### src/rtl/cve2_rvfi_trace_packer_pkg.sv
// ----------------------------------------------------------------------------
// cve2_rvfi_trace_packer_pkg
//   Shared types for the RVFI trace packer: the packed header word, the
//   128-bit stored record, the beat/FSM state enum and a helper that picks
//   the 32-bit payload belonging to a given beat of a record.
// ----------------------------------------------------------------------------
package cve2_rvfi_trace_packer_pkg;

  localparam int unsigned TraceBeatsPerRec = 4;
  localparam int unsigned DropPendW        = 5;

  // Beat sequence of one packet; IDLE means no beat is being offered.
  typedef enum logic [2:0] {
    IDLE  = 3'd0,
    HDR   = 3'd1,
    PC    = 3'd2,
    INSN  = 3'd3,
    WDATA = 3'd4
  } trace_beat_e;

  // First beat of every packet, MSB first.
  typedef struct packed {
    logic                 trap;
    logic                 intr;
    logic                 halt;
    logic                 ovf;        // records were lost before this one
    logic [4:0]           rd_addr;
    logic [1:0]           mode;
    logic [DropPendW-1:0] drop_pend;  // how many were lost (saturating)
    logic [15:0]          order;
  } trace_hdr_t;

  // One FIFO entry; field order matches the beat order on the wire.
  typedef struct packed {
    trace_hdr_t  hdr;
    logic [31:0] pc;
    logic [31:0] insn;
    logic [31:0] wdata;
  } trace_rec_t;

  // Payload of one beat of a record; IDLE yields zero so the idle bus is clean.
  function automatic logic [31:0] beat_word(input trace_rec_t rec, input trace_beat_e beat);
    logic [31:0] word;
    word = '0;
    case (beat)
      HDR:     word = rec.hdr;
      PC:      word = rec.pc;
      INSN:    word = rec.insn;
      WDATA:   word = rec.wdata;
      default: word = '0;
    endcase
    return word;
  endfunction

endpackage

### src/rtl/cve2_trace_fifo.sv
// ----------------------------------------------------------------------------
// cve2_trace_fifo
//   Synchronous FIFO of Depth entries, Width bits each. The head entry and
//   the entry behind it are both visible so the consumer can load its next
//   record in the same cycle it pops the current one. Push and pop in the
//   same cycle are legal even when full (the written slot is the one being
//   vacated).
// Ports
//   clk, rst     clock, synchronous active-high reset
//   push, wdata  write strobe and data
//   pop          remove the head entry
//   rdata        head entry
//   rdata_next   entry behind the head (valid when level >= 2)
//   full, empty  occupancy flags
//   level        number of entries held
// ----------------------------------------------------------------------------
module cve2_trace_fifo #(
  parameter  int unsigned Width  = 128,
  parameter  int unsigned Depth  = 4,
  localparam int unsigned AddrW  = $clog2(Depth),
  localparam int unsigned LevelW = AddrW + 1
) (
  input  logic              clk,
  input  logic              rst,
  input  logic              push,
  input  logic [Width-1:0]  wdata,
  input  logic              pop,
  output logic [Width-1:0]  rdata,
  output logic [Width-1:0]  rdata_next,
  output logic              full,
  output logic              empty,
  output logic [LevelW-1:0] level
);

  logic [Width-1:0]  mem [Depth];
  logic [AddrW-1:0]  wr_ptr;
  logic [AddrW-1:0]  rd_ptr;
  logic [AddrW-1:0]  rd_ptr_next;
  logic [LevelW-1:0] level_q;

  // Depth is a power of two, so pointers wrap by plain overflow.
  assign rd_ptr_next = rd_ptr + 1'b1;

  // NOTE: storage is deliberately not reset; level_q guards every read, so
  // clearing the array would only add reset fan-out.
  always_ff @(posedge clk) begin
    if (push) begin
      mem[wr_ptr] <= wdata;
    end
  end

  // NOTE: sequential state uses non-blocking assignments so every register
  // samples pre-edge values regardless of statement order.
  always_ff @(posedge clk) begin
    if (rst) begin
      wr_ptr  <= '0;
      rd_ptr  <= '0;
      level_q <= '0;
    end else begin
      if (push) wr_ptr <= wr_ptr + 1'b1;
      if (pop)  rd_ptr <= rd_ptr_next;
      case ({push, pop})
        2'b10:   level_q <= level_q + 1'b1;
        2'b01:   level_q <= level_q - 1'b1;
        default: level_q <= level_q;
      endcase
    end
  end

  assign rdata      = mem[rd_ptr];
  assign rdata_next = mem[rd_ptr_next];
  assign level      = level_q;
  assign full       = (level_q == LevelW'(Depth));
  assign empty      = (level_q == '0);

endmodule

### src/rtl/cve2_rvfi_trace_packer.sv
// ----------------------------------------------------------------------------
// cve2_rvfi_trace_packer
//   Captures every retired instruction from the RVFI port into a record FIFO
//   and streams each record as a 4-beat packet (HDR, PC, INSN, WDATA) on a
//   32-bit valid/ready interface. Records arriving while the FIFO is full are
//   dropped; the loss is counted in a saturating total and reported in the
//   header of the next record that is captured.
// Ports
//   clk_i, rst_i        clock, synchronous active-high reset
//   trace_en_i          capture enable (queued records still drain when low)
//   rvfi_*              retirement port of the core
//   trace_valid_o/ready handshake of the outgoing beat stream
//   trace_data_o        beat payload, registered
//   trace_last_o        marks the WDATA beat
//   fifo_level_o        records held, including the one being sent
//   drop_total_o        saturating count of dropped records
// ----------------------------------------------------------------------------
module cve2_rvfi_trace_packer
  import cve2_rvfi_trace_packer_pkg::*;
#(
  parameter  int unsigned Depth    = 4,
  parameter  int unsigned DropCntW = 16,
  localparam int unsigned LevelW   = $clog2(Depth) + 1
) (
  input  logic                clk_i,
  input  logic                rst_i,
  input  logic                trace_en_i,
  input  logic                rvfi_valid,
  input  logic [63:0]         rvfi_order,
  input  logic [31:0]         rvfi_insn,
  input  logic                rvfi_trap,
  input  logic                rvfi_halt,
  input  logic                rvfi_intr,
  input  logic [1:0]          rvfi_mode,
  input  logic [4:0]          rvfi_rd_addr,
  input  logic [31:0]         rvfi_rd_wdata,
  input  logic [31:0]         rvfi_pc_rdata,
  output logic                trace_valid_o,
  input  logic                trace_ready_i,
  output logic [31:0]         trace_data_o,
  output logic                trace_last_o,
  output logic [LevelW-1:0]   fifo_level_o,
  output logic [DropCntW-1:0] drop_total_o
);

  // Only the low half-word of the retirement index is packed.
  logic unused_order_hi;
  assign unused_order_hi = ^rvfi_order[63:16];

  // --------------------------------------------------------------------------
  // Capture side
  // --------------------------------------------------------------------------
  logic                 fifo_full;
  logic                 fifo_empty;
  logic [LevelW-1:0]    fifo_level;
  trace_rec_t           head_rec;
  trace_rec_t           head_next_rec;
  trace_rec_t           in_rec;
  logic                 capture;
  logic                 push;
  logic                 pop;
  logic                 drop;
  logic [DropPendW-1:0] drop_pend_q;
  logic [DropCntW-1:0]  drop_total_q;

  trace_beat_e          state_q;
  trace_beat_e          state_d;
  logic                 beat_hs;

  assign capture = rvfi_valid & trace_en_i;
  // A full FIFO still accepts when the WDATA handshake frees a slot this cycle.
  assign push    = capture & (~fifo_full | pop);
  assign drop    = capture & fifo_full & ~pop;

  always_comb begin
    in_rec.hdr.trap      = rvfi_trap;
    in_rec.hdr.intr      = rvfi_intr;
    in_rec.hdr.halt      = rvfi_halt;
    in_rec.hdr.ovf       = (drop_pend_q != '0);
    in_rec.hdr.rd_addr   = rvfi_rd_addr;
    in_rec.hdr.mode      = rvfi_mode;
    in_rec.hdr.drop_pend = drop_pend_q;
    in_rec.hdr.order     = rvfi_order[15:0];
    in_rec.pc            = rvfi_pc_rdata;
    in_rec.insn          = rvfi_insn;
    in_rec.wdata         = rvfi_rd_wdata;
  end

  // Pending drops are handed to the next captured header and then cleared;
  // push and drop are mutually exclusive, so no count is lost in between.
  always_ff @(posedge clk_i) begin
    if (rst_i) begin
      drop_pend_q  <= '0;
      drop_total_q <= '0;
    end else begin
      if (push) begin
        drop_pend_q <= '0;
      end else if (drop && (drop_pend_q != '1)) begin
        drop_pend_q <= drop_pend_q + 1'b1;
      end
      if (drop && (drop_total_q != '1)) begin
        drop_total_q <= drop_total_q + 1'b1;
      end
    end
  end

  cve2_trace_fifo #(
    .Width ($bits(trace_rec_t)),
    .Depth (Depth)
  ) u_fifo (
    .clk        (clk_i),
    .rst        (rst_i),
    .push       (push),
    .wdata      (in_rec),
    .pop        (pop),
    .rdata      (head_rec),
    .rdata_next (head_next_rec),
    .full       (fifo_full),
    .empty      (fifo_empty),
    .level      (fifo_level)
  );

  // --------------------------------------------------------------------------
  // Beat FSM and registered output stage
  // --------------------------------------------------------------------------
  // The output register is loaded with the beat for state_d, so the record
  // feeding it must be the one that will be at the head after this edge:
  // the incoming record when the FIFO is (about to be) empty, the entry
  // behind the head when the current record pops, otherwise the head itself.
  logic        valid_q;
  logic        last_q;
  logic [31:0] data_q;
  trace_rec_t  src_rec;

  assign beat_hs = valid_q & trace_ready_i;
  assign pop     = (state_q == WDATA) & beat_hs;

  // NOTE: every signal driven here gets a default first, so no path through
  // the case statement can leave one unassigned and infer a latch.
  always_comb begin
    state_d = state_q;
    src_rec = head_rec;
    case (state_q)
      IDLE: begin
        if (!fifo_empty) begin
          state_d = HDR;
        end else if (push) begin
          state_d = HDR;
          src_rec = in_rec;
        end
      end
      HDR:  if (beat_hs) state_d = PC;
      PC:   if (beat_hs) state_d = INSN;
      INSN: if (beat_hs) state_d = WDATA;
      WDATA: begin
        if (beat_hs) begin
          if (fifo_level > LevelW'(1)) begin
            state_d = HDR;
            src_rec = head_next_rec;
          end else if (push) begin
            state_d = HDR;
            src_rec = in_rec;
          end else begin
            state_d = IDLE;
          end
        end
      end
      default: state_d = IDLE;
    endcase
  end

  always_ff @(posedge clk_i) begin
    if (rst_i) begin
      state_q <= IDLE;
      valid_q <= 1'b0;
      last_q  <= 1'b0;
      data_q  <= '0;
    end else begin
      state_q <= state_d;
      valid_q <= (state_d != IDLE);
      last_q  <= (state_d == WDATA);
      data_q  <= beat_word(src_rec, state_d);
    end
  end

  assign trace_valid_o = valid_q;
  assign trace_last_o  = last_q;
  assign trace_data_o  = data_q;
  assign fifo_level_o  = fifo_level;
  assign drop_total_o  = drop_total_q;

endmodule
### config.mk
export PLATFORM = sky130hd
export DESIGN_NAME = cve2_rvfi_trace_packer
export DESIGN_NICKNAME = d
export VERILOG_FILES = /design/src/rtl/cve2_rvfi_trace_packer_pkg.sv /design/src/rtl/cve2_trace_fifo.sv /design/src/rtl/cve2_rvfi_trace_packer.sv
export SDC_FILE = /design/constraint.sdc
export NUM_CORES = 1
export LEC_CHECK = 0
export BUFFER_PORTS_ARGS = -buffer_cell sky130_fd_sc_hd__buf_2
export CORE_MARGIN = 2
export CORE_UTILIZATION = 32
export DETAILED_ROUTE_END_ITERATION = 8
export GPL_TIMING_DRIVEN = 0
export SLEW_MARGIN = 5
export SYNTH_ARGS = -nofsm -noshare
export SYNTH_HDL_FRONTEND = slang
export SYNTH_SLANG_ARGS = --single-unit
### constraint.sdc
create_clock -name clk_i -period 8.3 [get_ports clk_i]
set_input_delay 2.075 -clock clk_i [delete_from_list [all_inputs] [get_ports clk_i]]
set_output_delay 2.075 -clock clk_i [all_outputs]
set_load 0.05 [all_outputs]
# Yosys cells after proc, flatten, opt, wreduce, memory -nomap -nowiden
# Memory sizes are Yosys's and may differ from the RTL's. A register that Yosys moved wholly into a read port is not among the register bits.
# Cells that the tools add are included.
[word_totals] output_inout_bits=53 ramBits=512 latchBits=0 rom_bits=0 reg_bits=65 memories=1
[classes] n_eq_ne=13 reduce_logical=8 n_lt_le_gt_ge=1 add_sub_neg=6 n_div=0 muxes=20 shifts=0 bitwise=9 mul=0
[mem_list] name="u_fifo.mem" words=4 width=128 rd=2 rd_ports_with_merged_regs=1 wr=1 line="cve2_trace_fifo.sv:35" text="logic [Width-1:0] mem [Depth];"
[op_table] op="$mux W128" count=4
[op_table] op="$pmux W128 S2" count=1
[op_table] op="$pmux W32 S4" count=1
[op_table] op="$mux W3" count=6
[op_table] op="$add A16 B1 Y16 const B" count=1
[op_table] op="$ne A16 B16 Y1 const B" count=1
[op_table] op="$pmux W3 S5" count=1
[op_table] op="$eq A3 B2 Y1 const B" count=4
[op_table] op="$eq A3 B3 Y1 const B" count=3
[op_table] op="$and A1 B1 Y1" count=6
[op_table] op="$eq A3 B1 Y1 const B" count=2
[op_table] op="$logic_not A3 Y1" count=2
[op_table] op="$pmux W3 S2" count=1
[op_table] op="$add A5 B1 Y5 const B" count=1
[op_table] op="$ne A5 B5 Y1 const B" count=1
[op_table] op="$reduce_bool A5 Y1" count=1
[op_table] op="$add A2 B1 Y2 const B" count=2
[op_table] op="$mux W1" count=4
[op_table] op="$mux W2" count=2
[op_table] op="$add A3 B1 Y3 const B" count=1
[op_table] op="$gt A3 B1 Y1 const B" count=1
[op_table] op="$reduce_bool A3 Y1" count=1
[op_table] op="$sub A3 B1 Y3 const B" count=1
[op_table] op="$eq A2 B1 Y1 const B" count=1
[op_table] op="other kinds (6)" count=8

# Longest topological paths before layout
# Gate-level depths: netlist (run 1).
[logic_depth] depth_word=10 mapped_depth=10 depth_no_buf=10

# Hierarchy
# Synthesis (run 1) repeated with hierarchy kept, for this count alone.
[hier_totals] cells_unflattened=1410 area_unflattened_um2=26050.0
[modules_own_cells] mod="cve2_trace_fifo" cells_per_inst=872 n_inst=1 area_each_um2=22078.7 seq_area_each_um2=15554.9
[modules_own_cells] mod="cve2_rvfi_trace_packer" cells_per_inst=538 n_inst=1 area_each_um2=3971.3 seq_area_each_um2=1161.1

# Worst setup path before layout (run 1)
# Ideal clock, no wire load.
[synth_path] path_kind="input to register" from="input port rvfi_valid" to="memory u_fifo.mem[0][0] (enable)" slack_ns=1.848 setup_time_ns=0.503 arrival_time_ns=5.949 path_buffers=3 cell_stages=7 cell_sequence="and2_1 > buf_2 > nand2_1 > nand2_1 > buf_2 > buf_2 > and2_1"
[synth_between] elab_chain_len=4
[synth_lines] element="from (decl)" line="cve2_rvfi_trace_packer.sv:28" text="input logic rvfi_valid,"
[synth_lines] element="$and A1 B1 Y1" line="cve2_rvfi_trace_packer.sv:70" text="assign capture = rvfi_valid & trace_en_i;"
[synth_lines] element="$and A1 B1 Y1" line="cve2_rvfi_trace_packer.sv:72" text="assign push = capture & (~fifo_full | pop);"
[synth_lines] element="$mux W1" line="cve2_trace_fifo.sv:47" text="if (push) begin"
[synth_lines] element="$mux W1 (not written as such)" line="cve2_trace_fifo.sv:48" text="mem[wr_ptr] <= wdata;"
[synth_lines] element="to (decl)" line="cve2_trace_fifo.sv:35"
# No other way between the ends.

# Worst setup path after layout (run 1)
[layout_path] from="input port rvfi_valid" to="memory u_fifo.mem[1][34] (enable)"
# Same word-level chain as after synthesis.

==> impl_results.md, run 1 <==
- Reg2Reg Setup Slack: 4.81 ns
- Clk Latency, worst-skew pair: about 0.62 ns
- Final number of hold-violating endpoints: 0
- All-layer global routing usage: ~16%
- Crit Path Class: primary input to register
- Reg-to-reg endpoint: trace_data_o[29]$_SDFF_PP0_
- Sink Count: 579
- Status: complete, no violations
- TNS Setup: 0 ns
- Root Buffer: clkbuf_16
- Drt total wl: just over 60 mm
- Die Height: around 280 um
- WHS Endpoint: u_fifo.wr_ptr[1]$_SDFFE_PP0P_
- Startpoint Class: primary input
- Seq cells post-synth: 579
- Final Max Slew Viols: 0
- HPWL after DPL: a little over 40 mm
- Hold Crit Class: register to register
- Crit path launch: rvfi_valid
- Multi-input gate area: between 0.006 and 0.007 mm^2
- Ys async rst share: 0%
- Most common flop cell mapped by yosys: edfxtp_1
- Vias in the first global route: roughly 14000
- Post-Synth Adder-Cell Area: less than 1%
- Clock Tree Buf Depth: 3
- Synth warn: 0
- Final #Nets: roughly 1800
- Fmax achieved: about 220 MHz
- Seq/Total Area, Yosys: between 60% and 70%
- VDD IR-drop max: roughly 120 uV
- First-pass GRT wire length: slightly above 90 mm
- Share of the synthesized area in the top cell type: between 60% and 70%
- Share of layout cells above drive strength 1: between 30% and 40%
- Die X: 277 um
- Detailed Route Iter0 Violations: between 1000 and 1500
- Largest net degree at the start of global routing: 53
- Synth top cells by count: 512 x edfxtp_1, 160 x mux4_2, 132 x nand2_1, 67 x dfxtp_1, 44 x clkbuf_1
- GR Overflow Total: 0
- Hold Path Depth: 2
- Min cycle time layout: 4.52 ns
- Gate Count Post-Synth: 1318
- Initial Utilization: ~32%
- DRC viols: 0
- Worst Setup End Kind: register
- Total CTS buffers: 66
- Slew Limit Headroom: 18.4%
- Hold path start: u_fifo.wr_ptr[1]$_SDFFE_PP0P_
- Final Setup Violations: 0
- FILL cells: 6778
- Layout Cell Area excl Fill: 0.0285 mm^2
- Most common cell in the netlist: edfxtp_1
- ANT nets after route: 0
- Register area: approximately 0.017 mm^2
- TritonCTS clock tree: yes
- Area leader, netlist: edfxtp_1
- CP max FO: 52
- Placed Area: approximately 0.026 mm^2
- Number of synthesized flops with an enable pin: 512
- Worst-Margin Slew: about 1.2 ns
- P&R area growth vs syn: 19.1%
- Area contributors post-synth: edfxtp_1 64%, mux4_2 15%, dfxtp_1 5.6%
- Final clock skew: 0.0280 ns
- Setup bufs post-CTS: 0
- Mapped Area: roughly 0.024 mm^2
- Syn_area_per_cell: 18.1 um^2
- Final setup margin: between 3 and 4 ns
- Row cnt: 100
- Port Buf Inserts: approximately 180
- XOR/XNOR Fraction of Synth Area: less than 1%
- Synth Area in Compound Gates: roughly 6.3%
- Period utilisation layout: between 50% and 60%
- Count of cell types in the netlist: between 50 and 60
- Post-synthesis simple-gate area fraction: approximately 5%
- Unrepaired setup endpoints after global routing: false
- # IOs: 228
- Total Die Area: 0.0769 mm^2
- Post-Syn Nets: 1506
- Mux contribution to synthesized area: 15.2%
- Gpl congestion: roughly 0.8
- Post-CTS Hold Buffers: 0
- DRT Pass-1 Iters: 6
- CTS resizes: 0
- H-tree depth: 3
- Vias: around 14000
- Total power: between 6 and 7 mW
- Reg2reg path depth: 8
- P_leak: ~9.1 nW
- Required @ worst endpoint: between 8 and 9 ns
- Critical Path AT: 4.79 ns
- Vias per cell: 5.27
- Reg2reg start: u_fifo.level[1]$_SDFFE_PP0P_
- Largest family of logic cells by synthesized area: multiplexers
- Pre-CTS WS: ~3.2 ns
- Core Box Area: around 0.074 mm^2
- Clock transition at path regs: 0.05 ns
- Max Cap Viol: 0
- PD cells: 235 mW/mm^2
- Drt wl/cell: ~24 um
- Initial antenna violation count: 21
worst max-delay path by stage:
stage / to / slack (ns)
6_report: u_fifo.mem[1][34]$_DFFE_PP_ / 3.78
5_1_grt: u_fifo.mem[1][34]$_DFFE_PP_ / 3.67
4_1_cts: u_fifo.mem[1][63]$_DFFE_PP_ / 3.82
3_5_place_dp: u_fifo.mem[1][62]$_DFFE_PP_ / 3.18
3_3_place_gp: u_fifo.mem[3][62]$_DFFE_PP_ / -1.65
2_1_floorplan: u_fifo.mem[0][0]$_DFFE_PP_ / 1.85
worst max-delay path, cell delays in order:
cell and delay [ns]:
buf_2 0.08, and2_1 0.14, buf_2 0.26, nand2_1 0.24, nand2_1 0.23, buf_2 0.30
buf_2 0.27, and2_4 0.73, buf_16 0.36
registers in the layout, indices dropped and copies added, names as in the netlist, named ones only:
signal	flops
drop_pend_q	5
drop_total_o	16
state_q	3
trace_data_o	32
trace_last_o	1
trace_valid_o	1
u_fifo.level	3
u_fifo.mem	512
u_fifo.rd_ptr	2
u_fifo.wr_ptr	2
cell families (layout without fill, tap and decap cells):
family                     count (synthesis)  count (layout)
and+or+nand+nor                          249             249
xor gates and xnor gates                  23              23
DFF                                      579             579
other                                      0               7
adders and majority gates                 13              13
muxes                                    164             164
AOI/OAI and AO/OA                        190             190
buffers and inverters                    100             409
metal layers:
| metal | GRT usage (%) | part of all wire (%) |
|---|---|---|
| met1 | 20.1 | 40 |
| met2 | 26.1 | 49 |
| met3 | 4.28 | 7.9 |
| met4 | 6.47 | 3.1 |
| met5 | 0 | 0.23 |
power breakdown:
part,internal [mW],leakage (nW),switching [mW]
sequential,3.25,5.19,0.0259
clock,1.71,1.06,1.19
combinational,0.155,2.86,0.363
through the flow:
step	hold WS, ns	instances	utilization [%]
global placement	0.472	2465	35.1
finish	0.498	2603	38.4
detailed placement	0.490	2474	35.4
floorplan	0.465	1318	-
CTS	0.497	2596	38.3
global route	0.531	2599	38.4
final cells by class:
cell class                 instances  share of cell area [%]
buffer                            92                    1.65
tap                              969                    4.26
antenna                            7                  0.0615
multi-input combinational        639                    23.5
clock inverter                    29                    1.26
clock buffer                      93                    6.40
inverter                           8                   0.105
sequential                       579                    58.7
timing repair buffer             187                    4.00
cell usage in the layout (no fill, tap or decap), types with 30 or more instances in the layout:
cell type    n
clkbuf_16   66
and3_1      30
a41oi_1     30
o21ai_0     33
edfxtp_1   512
mux4_2     160
nor2_1      31
buf_2      208
dfxtp_1     67
a211o_1     31
nand2_1    132
clkbuf_1    64
o2111ai_1   30
Power figures use the tool's default switching activity.
==> run 2, diff against run 1 <==
Clock period 8.3 ns to 4.45 ns, I/O delays scaled along.
==> run 2 against run 1 <==
  * Utilization is essentially flat
  * Hold slack gained 0.016 ns
  * Highest routed layer unchanged
  * Sequential share of layout area is essentially flat
  * Flip-flop and latch count is the same
  * Via count shrank 0.65%
  * Clock skew shrank 0.0049 ns
  * Power grew 87%
==> impl_results.md, run 2 (synthesis results as in run 1) <==
- Status: complete, no violations (unchanged)
- Max Cap Viol: 0 (unchanged)
- ANT nets after route: 0 (unchanged)
- Met2 usage: 25.9% (was 26.1%)
- Clk Latency, worst-skew pair: 0.63 ns (was 0.62 ns)
- Total power: 12.6 mW (was 6.70 mW)
- Final #Nets: 1755 (was 1761)
- TritonCTS clock tree: yes (unchanged)
- Clock transition at path regs: 0.06 ns (was 0.05 ns)
- Pre-CTS WS: 0.168 ns (was 3.18 ns)
- Port Buf Inserts: 178 (unchanged)
- Worst Setup EP: u_fifo.mem[2][62]$_DFFE_PP_ (was u_fifo.mem[1][34]$_DFFE_PP_)
- Largest net degree at the start of global routing: 51 (was 53)
- Die X: 277 um (unchanged)
- DRC viols: 0 (unchanged)
- Post-CTS Hold Buffers: 0 (unchanged)
- Critical Path AT: 3.98 ns (was 4.79 ns)
- Required @ worst endpoint: 4.74 ns (was 8.57 ns)
- PD cells: 441 mW/mm^2 (was 235 mW/mm^2)
- Biggest register: u_fifo.mem (unchanged)
- Initial Utilization: 32.2% (unchanged)
- Largest register FFs: 512 (unchanged)
- Worst Setup End Kind: register (unchanged)
- Clock Tree Buf Depth: 3 (unchanged)
- # IOs: 228 (unchanged)
- Commonest non-fill, non-tap cell in the layout: edfxtp_1 (unchanged)
- Unrepaired setup endpoints after global routing: false (unchanged)
- Most frequent cells in the layout: 512 x edfxtp_1, 208 x buf_2, 160 x mux4_2 (unchanged)
- Share of layout cells above drive strength 1: 31.6% (was 31.1%)
- Detailed Route Iter0 Violations: 1275 (was 1217)
- GR peak layer: met2 (unchanged)
- Final setup margin: 0.766 ns (was 3.78 ns)
- Root Buffer: clkbuf_16 (unchanged)
- Register area: 0.0167 mm^2 (unchanged)
- Slew Limit Headroom: 15.4% (was 18.4%)
- H-tree depth: 2 (was 3)
- Reg2Reg Setup Slack: 0.86 ns (was 4.81 ns)
- Sink Count: 579 (unchanged)
- DRT Pass-1 Iters: 7 (was 6)
- Reg2reg start: state_q[0]$_SDFF_PP0_ (was u_fifo.level[1]$_SDFFE_PP0P_)
- P_leak: 9.11 nW (about the same)
- Core Box Area: 0.0742 mm^2 (unchanged)
- Gpl congestion: 0.791 (was 0.815)
- Reg-to-reg endpoint: u_fifo.mem[2][62]$_DFFE_PP_ (was trace_data_o[29]$_SDFF_PP0_)
- Drt total wl: 61.3 mm (was 61.9 mm)
- Worst-Margin Slew: 1.27 ns (was 1.22 ns)
- Min cycle time layout: 3.68 ns
- Die Height: 277 um (unchanged)
- Final Setup Violations: 0 (unchanged)
- Final Max Slew Viols: 0 (unchanged)
- CP max FO: 48 (was 52)
- Initial antenna violation count: 23 (was 21)
- Vias: 13600 (was 13700)
- Row cnt: 100 (unchanged)
- GR Overflow Total: 0 (unchanged)
- Crit path launch: rvfi_valid (unchanged)
- Final clock skew: 0.0230 ns (was 0.0280 ns)
- Vias per cell: 5.25 (was 5.27)
- Met1 Track Usage GR: 19.8% (was 20.1%)
- P&R area growth vs syn: 19.1% (about the same)
- HPWL after DPL: 40.2 mm (was 40.5 mm)
- VDD IR-drop max: 334 uV (was 121 uV)
- All-layer global routing usage: 15.7% (was 15.9%)
- Startpoint Class: primary input (unchanged)
- Hold Crit Class: register to register (unchanged)
- Fmax achieved: around 270 MHz
- Setup bufs post-CTS: 0 (unchanged)
- Reg2reg path depth: 9 (was 8)
- Total Die Area: 0.0769 mm^2 (unchanged)
- M3 GR Usage: 3.90% (was 4.28%)
- CTS resizes: 0 (unchanged)
- Drt wl/cell: 23.6 um (was 23.8 um)
- Multi-input gate area: 0.00670 mm^2 (unchanged)
- Final number of hold-violating endpoints: 0 (unchanged)
- Period utilisation layout: around 83%
- Vias in the first global route: 14100 (was 14000)
- Crit Path Class: primary input to register (unchanged)
- Total CTS buffers: 61 (was 66)
- FILL cells: 6807 (was 6778)
- First-pass GRT wire length: 90.2 mm (was 90.9 mm)
==> run 2: how the worst min path moves through the flow <==
stage | start | to | slack, ns | cells after the start
after floorplan | u_fifo.wr_ptr[1]$_SDFFE_PP0P_ | u_fifo.wr_ptr[1]$_SDFFE_PP0P_ | 0.46 | 2
after global placement | u_fifo.wr_ptr[1]$_SDFFE_PP0P_ | u_fifo.wr_ptr[1]$_SDFFE_PP0P_ | 0.47 | 2
after detailed placement | u_fifo.wr_ptr[1]$_SDFFE_PP0P_ | u_fifo.wr_ptr[1]$_SDFFE_PP0P_ | 0.51 | 2
after CTS | u_fifo.wr_ptr[1]$_SDFFE_PP0P_ | u_fifo.wr_ptr[1]$_SDFFE_PP0P_ | 0.52 | 2
after global routing | u_fifo.wr_ptr[1]$_SDFFE_PP0P_ | u_fifo.wr_ptr[1]$_SDFFE_PP0P_ | 0.56 | 2
final | u_fifo.wr_ptr[1]$_SDFFE_PP0P_ | u_fifo.wr_ptr[1]$_SDFFE_PP0P_ | 0.51 | 2
==> run 2: area by class of cell <==
| class | count | area share [%] |
|---|---|---|
| plain buffers | 92 | 1.65 |
| diodes | 7 | 0.0615 |
| well taps | 969 | 4.26 |
| repair buffers | 186 | 3.90 |
| multi-input cells | 639 | 23.5 |
| flip-flops and latches | 579 | 58.7 |
| inverters | 8 | 0.105 |
| clock buffers | 84 | 6.27 |
| clock inverters | 31 | 1.55 |
==> run 2: worst max-delay path, cell delays in order <==
cell and delay (ns):
buf_2 0.08, and2_1 0.16, buf_2 0.25, nand2_1 0.22, nand2_1 0.21, buf_2 0.30
buf_2 0.27, and2_4 0.55, buf_16 0.33, buf_16 0.28
==> run 2: routing by layer <==
layer	up-vias	part of all wire, %
li1	5986	-
met1	7007	40
met2	466	49
met3	140	7.2
met4	32	3.4
met5	-	0.32
==> run 2: where the power goes <==
| group | switching [mW] | total (mW) | internal [mW] |
|---|---|---|---|
| Sequential | 0.0477 | 6.11 | 6.07 |
| Clock | 2.14 | 5.48 | 3.34 |
| Combinational | 0.675 | 0.963 | 0.288 |
| Total | 2.87 | 12.6 | 9.69 |
==> run 2: metrics by stage <==
step	hold WS [ns]	TNS [ns]	util [%]	cells	area [um^2]
after floorplan	0.465	0	-	1318	23900
after global placement	0.473	-855.05	35.1	2465	26000
after detailed placement	0.508	0	35.4	2473	26200
after CTS	0.518	0	38.4	2588	28500
after global routing	0.556	0	38.4	2591	28500
final	0.514	0	38.4	2595	28500
